File: src/rtl/fifo_pkg.sv
// Shared definitions for the single-entry FIFO write arbiter and any
// read-side schedulers that reuse its round-robin picker.
package fifo_pkg;

  localparam int FIFO_WIDTH_DEFAULT = 32;
  localparam int OWNER_W_MAX        = 3;

  // Ceiling log2 with a floor of 1, so N=2 still gets a 1-bit id.
  function automatic int clog2(input int value);
    int r;
    r = 1;
    for (int i = 1; i < 31; i++) begin
      if ((1 << i) < value) r = i + 1;
    end
    return r;
  endfunction

  typedef logic [OWNER_W_MAX-1:0] owner_t;

endpackage

File: src/rtl/fifo_wr_arbiter_rr_pick.sv
// Round-robin picker: rotate valid so ptr lands on bit 0, priority-encode,
// then rotate the index back. Out-of-range pointers are treated as 0.
module rr_pick
  import fifo_pkg::*;
#(
  parameter int N   = 2,
  parameter int IDW = clog2(N)
) (
  input  logic [N-1:0]   valid,
  input  logic [IDW-1:0] ptr,
  output logic           any,
  output logic [IDW-1:0] idx
);

  logic [IDW-1:0] p;
  logic [N-1:0]   rot;
  logic [IDW-1:0] enc;
  logic [IDW:0]   back;

  always_comb begin
    p   = (int'(ptr) < N) ? ptr : '0;
    rot = (valid >> p) | (valid << ((IDW+1)'(N) - {1'b0, p}));
    enc = '0;
    for (int i = N - 1; i >= 0; i--) begin
      if (rot[i]) enc = IDW'(i);
    end
    back = {1'b0, p} + {1'b0, enc};
    if (back >= (IDW+1)'(N)) back = back - (IDW+1)'(N);
    idx = back[IDW-1:0];
    any = |valid;
  end

endmodule

File: src/rtl/fifo_wr_arbiter.sv
// Round-robin write arbiter in front of a single-entry FIFO; snoops the
// consumer's read strobe to report which requester owns the buffered entry.
module fifo_wr_arbiter
  import fifo_pkg::*;
#(
  parameter int WIDTH = FIFO_WIDTH_DEFAULT,
  parameter int N     = 2,
  parameter int IDW   = clog2(N)
) (
  input  logic               clk,
  input  logic               resetn,
  input  logic [N-1:0]       req_valid,
  input  logic [N*WIDTH-1:0] req_data,
  output logic [N-1:0]       req_ready,
  input  logic               fifo_full,
  input  logic               fifo_rd,
  output logic               fifo_wr,
  output logic [WIDTH-1:0]   fifo_din,
  output logic               owner_valid,
  output logic [IDW-1:0]     owner_id
);

  // Handshake: requester i transfers when req_valid[i] && req_ready[i]. Valid
  // and data are held stable until ready and never withdrawn; ready is a
  // function of valid, fifo_full and rr_ptr only, never of data.
  logic [IDW-1:0] rr_ptr;
  logic [IDW-1:0] owner_q;
  logic           owner_valid_q;
  logic           pick_any;
  logic [IDW-1:0] pick_idx;
  logic           grant;

  rr_pick #(
    .N   (N),
    .IDW (IDW)
  ) u_pick (
    .valid (req_valid),
    .ptr   (rr_ptr),
    .any   (pick_any),
    .idx   (pick_idx)
  );

  assign grant   = resetn && !fifo_full && pick_any;
  assign fifo_wr = grant;

  always_comb begin
    req_ready = '0;
    fifo_din  = '0;
    for (int i = 0; i < N; i++) begin
      if (grant && (pick_idx == IDW'(i))) begin
        req_ready[i] = 1'b1;
        fifo_din     = req_data[i*WIDTH +: WIDTH];
      end
    end
  end

  // A write and a read never coincide on the full single entry, so a write
  // simply takes precedence over the read snoop.
  always_ff @(posedge clk) begin
    if (!resetn) begin
      rr_ptr        <= '0;
      owner_q       <= '0;
      owner_valid_q <= 1'b0;
    end else if (grant) begin
      rr_ptr        <= (pick_idx == IDW'(N - 1)) ? '0 : pick_idx + 1'b1;
      owner_q       <= pick_idx;
      owner_valid_q <= 1'b1;
    end else if (fifo_rd && owner_valid_q) begin
      owner_valid_q <= 1'b0;
    end
  end

  assign owner_valid = owner_valid_q;
  assign owner_id    = owner_valid_q ? owner_q : '0;

  a_owner_tracks_full: assert property (@(posedge clk) disable iff (!resetn)
    owner_valid_q == fifo_full);

endmodule

File: config.mk
export PLATFORM = sky130hd
export DESIGN_NAME = fifo_wr_arbiter
export DESIGN_NICKNAME = d
export VERILOG_FILES = /design/src/rtl/fifo_pkg.sv /design/src/rtl/fifo_wr_arbiter_rr_pick.sv /design/src/rtl/fifo_wr_arbiter.sv
export SDC_FILE = /design/constraint.sdc
export NUM_CORES = 1
export LEC_CHECK = 0
export BUFFER_PORTS_ARGS = -buffer_cell sky130_fd_sc_hd__buf_2
export CAP_MARGIN = 20
export CORE_ASPECT_RATIO = 0.75
export CORE_MARGIN = 2
export CORE_UTILIZATION = 26
export CTS_CLUSTER_DIAMETER = 40
export DETAILED_ROUTE_END_ITERATION = 8
export PLACE_DENSITY = 0.76
export SLEW_MARGIN = 20
export SYNTH_ARGS = -nofsm -noshare
export SYNTH_HDL_FRONTEND = slang
export SYNTH_HIERARCHICAL = 1
export SYNTH_SLANG_ARGS = --single-unit
File: constraint.sdc
create_clock -name clk -period 1.3 [get_ports clk]
set_clock_uncertainty 0.15 [all_clocks]
set_input_delay 0.065 -clock clk [delete_from_list [all_inputs] [get_ports clk]]
set_output_delay 0.065 -clock clk [all_outputs]
set_load 0.01 [all_outputs]
# Word-level counts from Yosys, hierarchy flattened
# Cells that the tools add are included.
# word_totals
reg_bits,3
in_bits,70
out_inout_bits,37
word_cells,31
# classes
n_addsub,4
magnitude_cmp,1
shifts,2
n_mux,11
bitwise,2
n_reduce_logical,8
# ops
operator,n
$mux 32,2
$mux 1,9
$logic_and 1x1->1,5
$add 1x1->2,1
$ge 2x2->1 const B,1
$or 2x2->2,1
$reduce_bool 2->1,1
$reduce_or 2->1,1
$shl 2x2->2,1
$shr 2x1->2,1
$sub 2x1->2 const A,1
$add 1x1->1 const B,1
$logic_not 1->1,1
$not 1->1,1
$sub 1x1->1 const B,1

# Logic depth before layout (Yosys ltp)
# depth
ltp_word,12
mapped_depth,6
ltp_nobuf,4

# By module
# The synthesis kept the hierarchy.
# modules_own_cells
mod,instances,cells_each,area_each_um2,seq_area_each_um2
fifo_wr_arbiter,1,87,681.9,60.1
rr_pick,1,3,21.3,0.0

# Least setup slack after synthesis
# Ideal clock, no wire load.
# synth_path
path_kind,register to output
start,register rr_ptr
end,output port fifo_din[17]
t_arrival_ps,1165
t_required_ps,1085
setup_slack_ps,-80
stages_incl_launch_ff,6
path_buffers,2
cell_sequence,dfxtp_1 > maj3_2 > buf_6 > buf_8 > mux2i_1 > nor2_1
# synth_via
elab_chain_len,12
word_cells_on_any_way,15
classes_between,3 x add/sub; 1 x order compare; 2 x shift; 5 x mux; 2 x bitwise; 2 x reduce/logical
# synth_rtl
item,line_no,text
from (decl),fifo_wr_arbiter.sv:26,logic [IDW-1:0] rr_ptr;
from (signal assigned),fifo_wr_arbiter.sv:65,rr_ptr <= (pick_idx == IDW'(N - 1)) ? '0 : pick_idx + 1'b1;
$sub 2x1->2,fifo_wr_arbiter_rr_pick.sv:22,"rot = (valid >> p) | (valid << ((IDW+1)'(N) - {1'b0, p}));"
$shl 2x2->2,fifo_wr_arbiter_rr_pick.sv:22,
$or 2x2->2,fifo_wr_arbiter_rr_pick.sv:22,
$mux 1 (2 in series),fifo_wr_arbiter_rr_pick.sv:25,if (rot[i]) enc = IDW'(i);
$add 1x1->2 *,fifo_wr_arbiter_rr_pick.sv:27,"back = {1'b0, p} + {1'b0, enc};"
$ge 2x2->1 or $sub 1x1->1 (tied branches),fifo_wr_arbiter_rr_pick.sv:28,if (back >= (IDW+1)'(N)) back = back - (IDW+1)'(N);
$mux 1 *,fifo_wr_arbiter_rr_pick.sv:28,
net pick_idx,fifo_wr_arbiter.sv:30,logic [IDW-1:0] pick_idx;
$not 1->1,fifo_wr_arbiter.sv:50,if (grant && (pick_idx == IDW'(i))) begin
$logic_and 1x1->1,fifo_wr_arbiter.sv:50,
$mux 32,fifo_wr_arbiter.sv:50,
$mux 32 *,fifo_wr_arbiter.sv:50,
to (decl),fifo_wr_arbiter.sv:18,"output logic [WIDTH-1:0] fifo_din,"
# The timed path passes the listed nets; every way through them passes the cells marked *.

# Worst setup path after layout
# layout_path
start,register rr_ptr
end,output port fifo_din[18]
# Same word-level chain as after synthesis.

==> summary.txt <==
Setup path
  • Element type at the critical path start: flip-flop
  • Destination of the worst register-to-register timing path: owner_q$_SDFFE_PN0N_
  • Critical setup path kind: flip-flop to primary output
  • Capturing element of the worst setup path: fifo_din[18]
  • Reg-to-Reg Start: rr_ptr$_SDFFE_PN0N_
  • Nature of the critical path endpoint: primary output
  • Register-to-register setup slack: 0.07 ns
  • CP max FO: 19
  • Required time at the endpoint of the critical path: 1.09 ns
  • Launch point of the worst path: rr_ptr$_SDFFE_PN0N_
  • Count of cells along the worst register-to-register path: 4
  • Arrival time at the worst endpoint: 1.44 ns

Clock tree
  • Buffer depth of the longest clock path: 2
  • CTS buffer count: 3
  • Number of clock sinks seen by CTS: 3
  • # Post-CTS Setup Buffers: 0
  • Post-CTS clock slew at the launch and capture registers of the worst setup and hold paths: 0.04 ns
  • TritonCTS clock tree: yes
  • Clock insertion delay at the later pin of the skew report: 0.23 ns
  • H-tree depth: 1
  • Clock root buffer: sky130_fd_sc_hd__clkbuf_4

Run
  • Maxcap violations: 0

Floorplan
  • Number of ports placed on the die boundary: 107
  • DIE AREA: 3140 um2
  • Core region area: 2580 um2
  • Num rows: 16
  • Height of the chip: 49.0 um
  • Chip Width: 64.1 um
  • Initial standard-cell utilization of the core: 0.272

STA
  • Min setup slack post-route: -0.357 ns
  • Setup repair after global routing missed its margin: yes
  • Max Clock Freq: 0.603 GHz
  • Final Setup Violations: 34
  • Headroom to the max-slew limit: 0.856
  • Min Tclk post-route: 1.66 ns
  • Final max-slew violation count: 0
  • Endpoints failing hold: 0
  • Share of the clock period used by the worst path: 1.27
  • Slew at the pin with the worst max-slew slack: 0.216 ns

Global route
  • Via count of the first global-routing pass: 945
  • Maximum number of pins on one net before global-route repair: 22
  • Global-route congestion overflow total: 0
  • Initial antenna violation count: 0
  • Total track usage: 0.164
  • Wire length of the first global-routing pass: 4140 um

Status
  • Run status: complete, but fails checks
  • Violations in the final reports: negative setup slack

Power
  • Lkg Pwr: 0.809 nW
  • Fraction of power consumed by sequential logic: 0.147
  • Cell Pwr Density: 527 nW/um2
  • Highest ir drop seen on vdd: 0.338 mV
  • Clock Power Share: 0.242
  • Post-layout total power: 0.696 mW
  • Power dissipated by switching net loads: 0.245 mW
  • Comb pwr share: 0.611
  • Net switching fraction of the power: 0.353
  • Internal power component: 0.451 mW

Synthesis
  • Yosys reg bits: 3
  • Share of synthesized area occupied by flip-flops and latches: 0.0854
  • Post-synthesis instance total: 90
  • Unique cell type count in the Yosys netlist: 16
  • Per-instance average area after synthesis: 7.81 um2
  • Post-Syn Area: 703 um2
  • Post-Syn Nets: 160
  • Warning count from the yosys run: 6

Routing
  • Routed wire per std cell: 11.4 um
  • Total Wirelength: 2700 um
  • Number of violations reported at the end of detailed-routing iteration 0: 23
  • DRC: 0
  • Count of TritonRoute iterations in the first routing pass: 3
  • Vias: 993
  • Remaining antenna violation count after routing: 0
  • Via-per-instance ratio: 4.21

Layout
  • Area added between synthesis and finish: 87.9%
  • Share of final-layout standard cells stronger than drive strength 1: 0.595
  • Net count, final: 271
  • Antenna diode count: 0
  • Commonest non-fill, non-tap cell in the layout: sky130_fd_sc_hd__buf_2
  • Leading cell types in the layout, fill and taps excluded: sky130_fd_sc_hd__buf_2, sky130_fd_sc_hd__nor2_1, sky130_fd_sc_hd__mux2i_1, sky130_fd_sc_hd__buf_12
  • Final std cells w/o fill: 236
  • Post-route cell area: 1320 um2

Placed design
  • Number of cells after detailed placement: 229
  • Port-buffer cells: 106
  • Placed instance area: 1260 um2
  • Routability Congestion: 0.729
  • DP Worst Slack: -0.121 ns
  • HPWL reported at the end of detailed placement: 2290 um

Worst hold path
  • Hold Path Class: input pin to flip-flop
-- repair_timing --
action / in CTS / in global routing
hold endpoints to repair: 3 / 0
endpoints found under the setup margin: 34 / 34
hold buffers: 3 / 0
resized for setup: 0 / 2
pin swaps: 0 / 1
-- how the worst min path moves through the flow --
stage / startpoint / to / slack (ns) / cells after the start
global route: resetn / rr_ptr$_SDFFE_PN0N_ / 0.19 / 4
detailed placement: resetn / owner_valid$_SDFFE_PN0P_ / 0.21 / 2
finish: resetn / owner_q$_SDFFE_PN0N_ / 0.17 / 4
global placement: resetn / owner_valid$_SDFFE_PN0P_ / 0.21 / 2
floorplan: resetn / owner_valid$_SDFFE_PN0P_ / 0.03 / 1
CTS: resetn / owner_q$_SDFFE_PN0N_ / 0.16 / 4
-- power groups by stage --
stage / registers [mW] / clock network [mW] / logic (mW)
after floorplan: 0.104 / 0 / 0.253
after global placement: 0.104 / 0 / 0.410
after detailed placement: 0.104 / 0 / 0.418
after CTS: 0.102 / 0.176 / 0.427
after global routing: 0.103 / 0.186 / 0.463
final: 0.102 / 0.169 / 0.425
-- through the flow --
step                TNS, ns  hold WS [ns]   util
floorplan             -2.16        0.0325      -
global placement      -2.22         0.209  0.487
detailed placement    -2.76         0.211  0.487
CTS                  -11.49         0.163  0.509
global route         -12.95         0.192  0.512
finish               -10.62         0.171  0.512
-- cell families after synthesis --
family | Yosys count | synth area share
compound gates | 3 | 0.0285
flops | 3 | 0.0854
mux | 32 | 0.456
buf+inv | 10 | 0.158
simple gates | 41 | 0.256
fa+ha+maj | 1 | 0.0160
-- sequential cells by signal, indices dropped and copies added (netlist names) --
name,count
owner_valid,1
owner_q,1
rr_ptr,1
-- layer usage --
metal / wire [um] / vias to the layer above / track usage
met5: 0 / - / 0
met4: 0 / 0 / 0.0326
met3: 258 / 0 / 0.0439
met2: 1400 / 41 / 0.318
met1: 1050 / 432 / 0.176
li1: - / 520 / -
-- final cells by class --
cell class	count	area (um2)
Clock buffer	4	26.3
Fill cell	272	1260
Inverter	3	11.3
Multi-Input combinational cell	77	538
Sequential cell	3	60.1
Tap cell	36	45.0
Timing Repair Buffer	113	641
-- synthesized netlist by cell type --
cell type | number | area [um2]
sky130_fd_sc_hd__maj3_2 | 1 | 11.3
sky130_fd_sc_hd__inv_2 | 1 | 3.75
sky130_fd_sc_hd__inv_1 | 2 | 7.51
sky130_fd_sc_hd__nand3b_4 | 1 | 20.0
sky130_fd_sc_hd__and2_1 | 1 | 6.26
sky130_fd_sc_hd__nor2_1 | 34 | 128
sky130_fd_sc_hd__mux2i_1 | 32 | 320
sky130_fd_sc_hd__dfxtp_1 | 3 | 60.1
sky130_fd_sc_hd__or2_2 | 1 | 6.26
sky130_fd_sc_hd__o21a_1 | 1 | 7.51
sky130_fd_sc_hd__buf_8 | 1 | 15.0
sky130_fd_sc_hd__buf_6 | 4 | 45.0
sky130_fd_sc_hd__buf_12 | 2 | 40.0
sky130_fd_sc_hd__nand2_1 | 2 | 7.51
sky130_fd_sc_hd__nor2b_1 | 2 | 12.5
sky130_fd_sc_hd__o22ai_1 | 2 | 12.5
-- critical path, cell delays in order, from the launching register on --
cell,delay (ns)
sky130_fd_sc_hd__dfxtp_1,0.30
sky130_fd_sc_hd__maj3_2,0.35
sky130_fd_sc_hd__buf_12,0.18
sky130_fd_sc_hd__mux2i_1,0.19
sky130_fd_sc_hd__nor2_1,0.06
sky130_fd_sc_hd__buf_2,0.13
(Power assumes the default switching activity.)
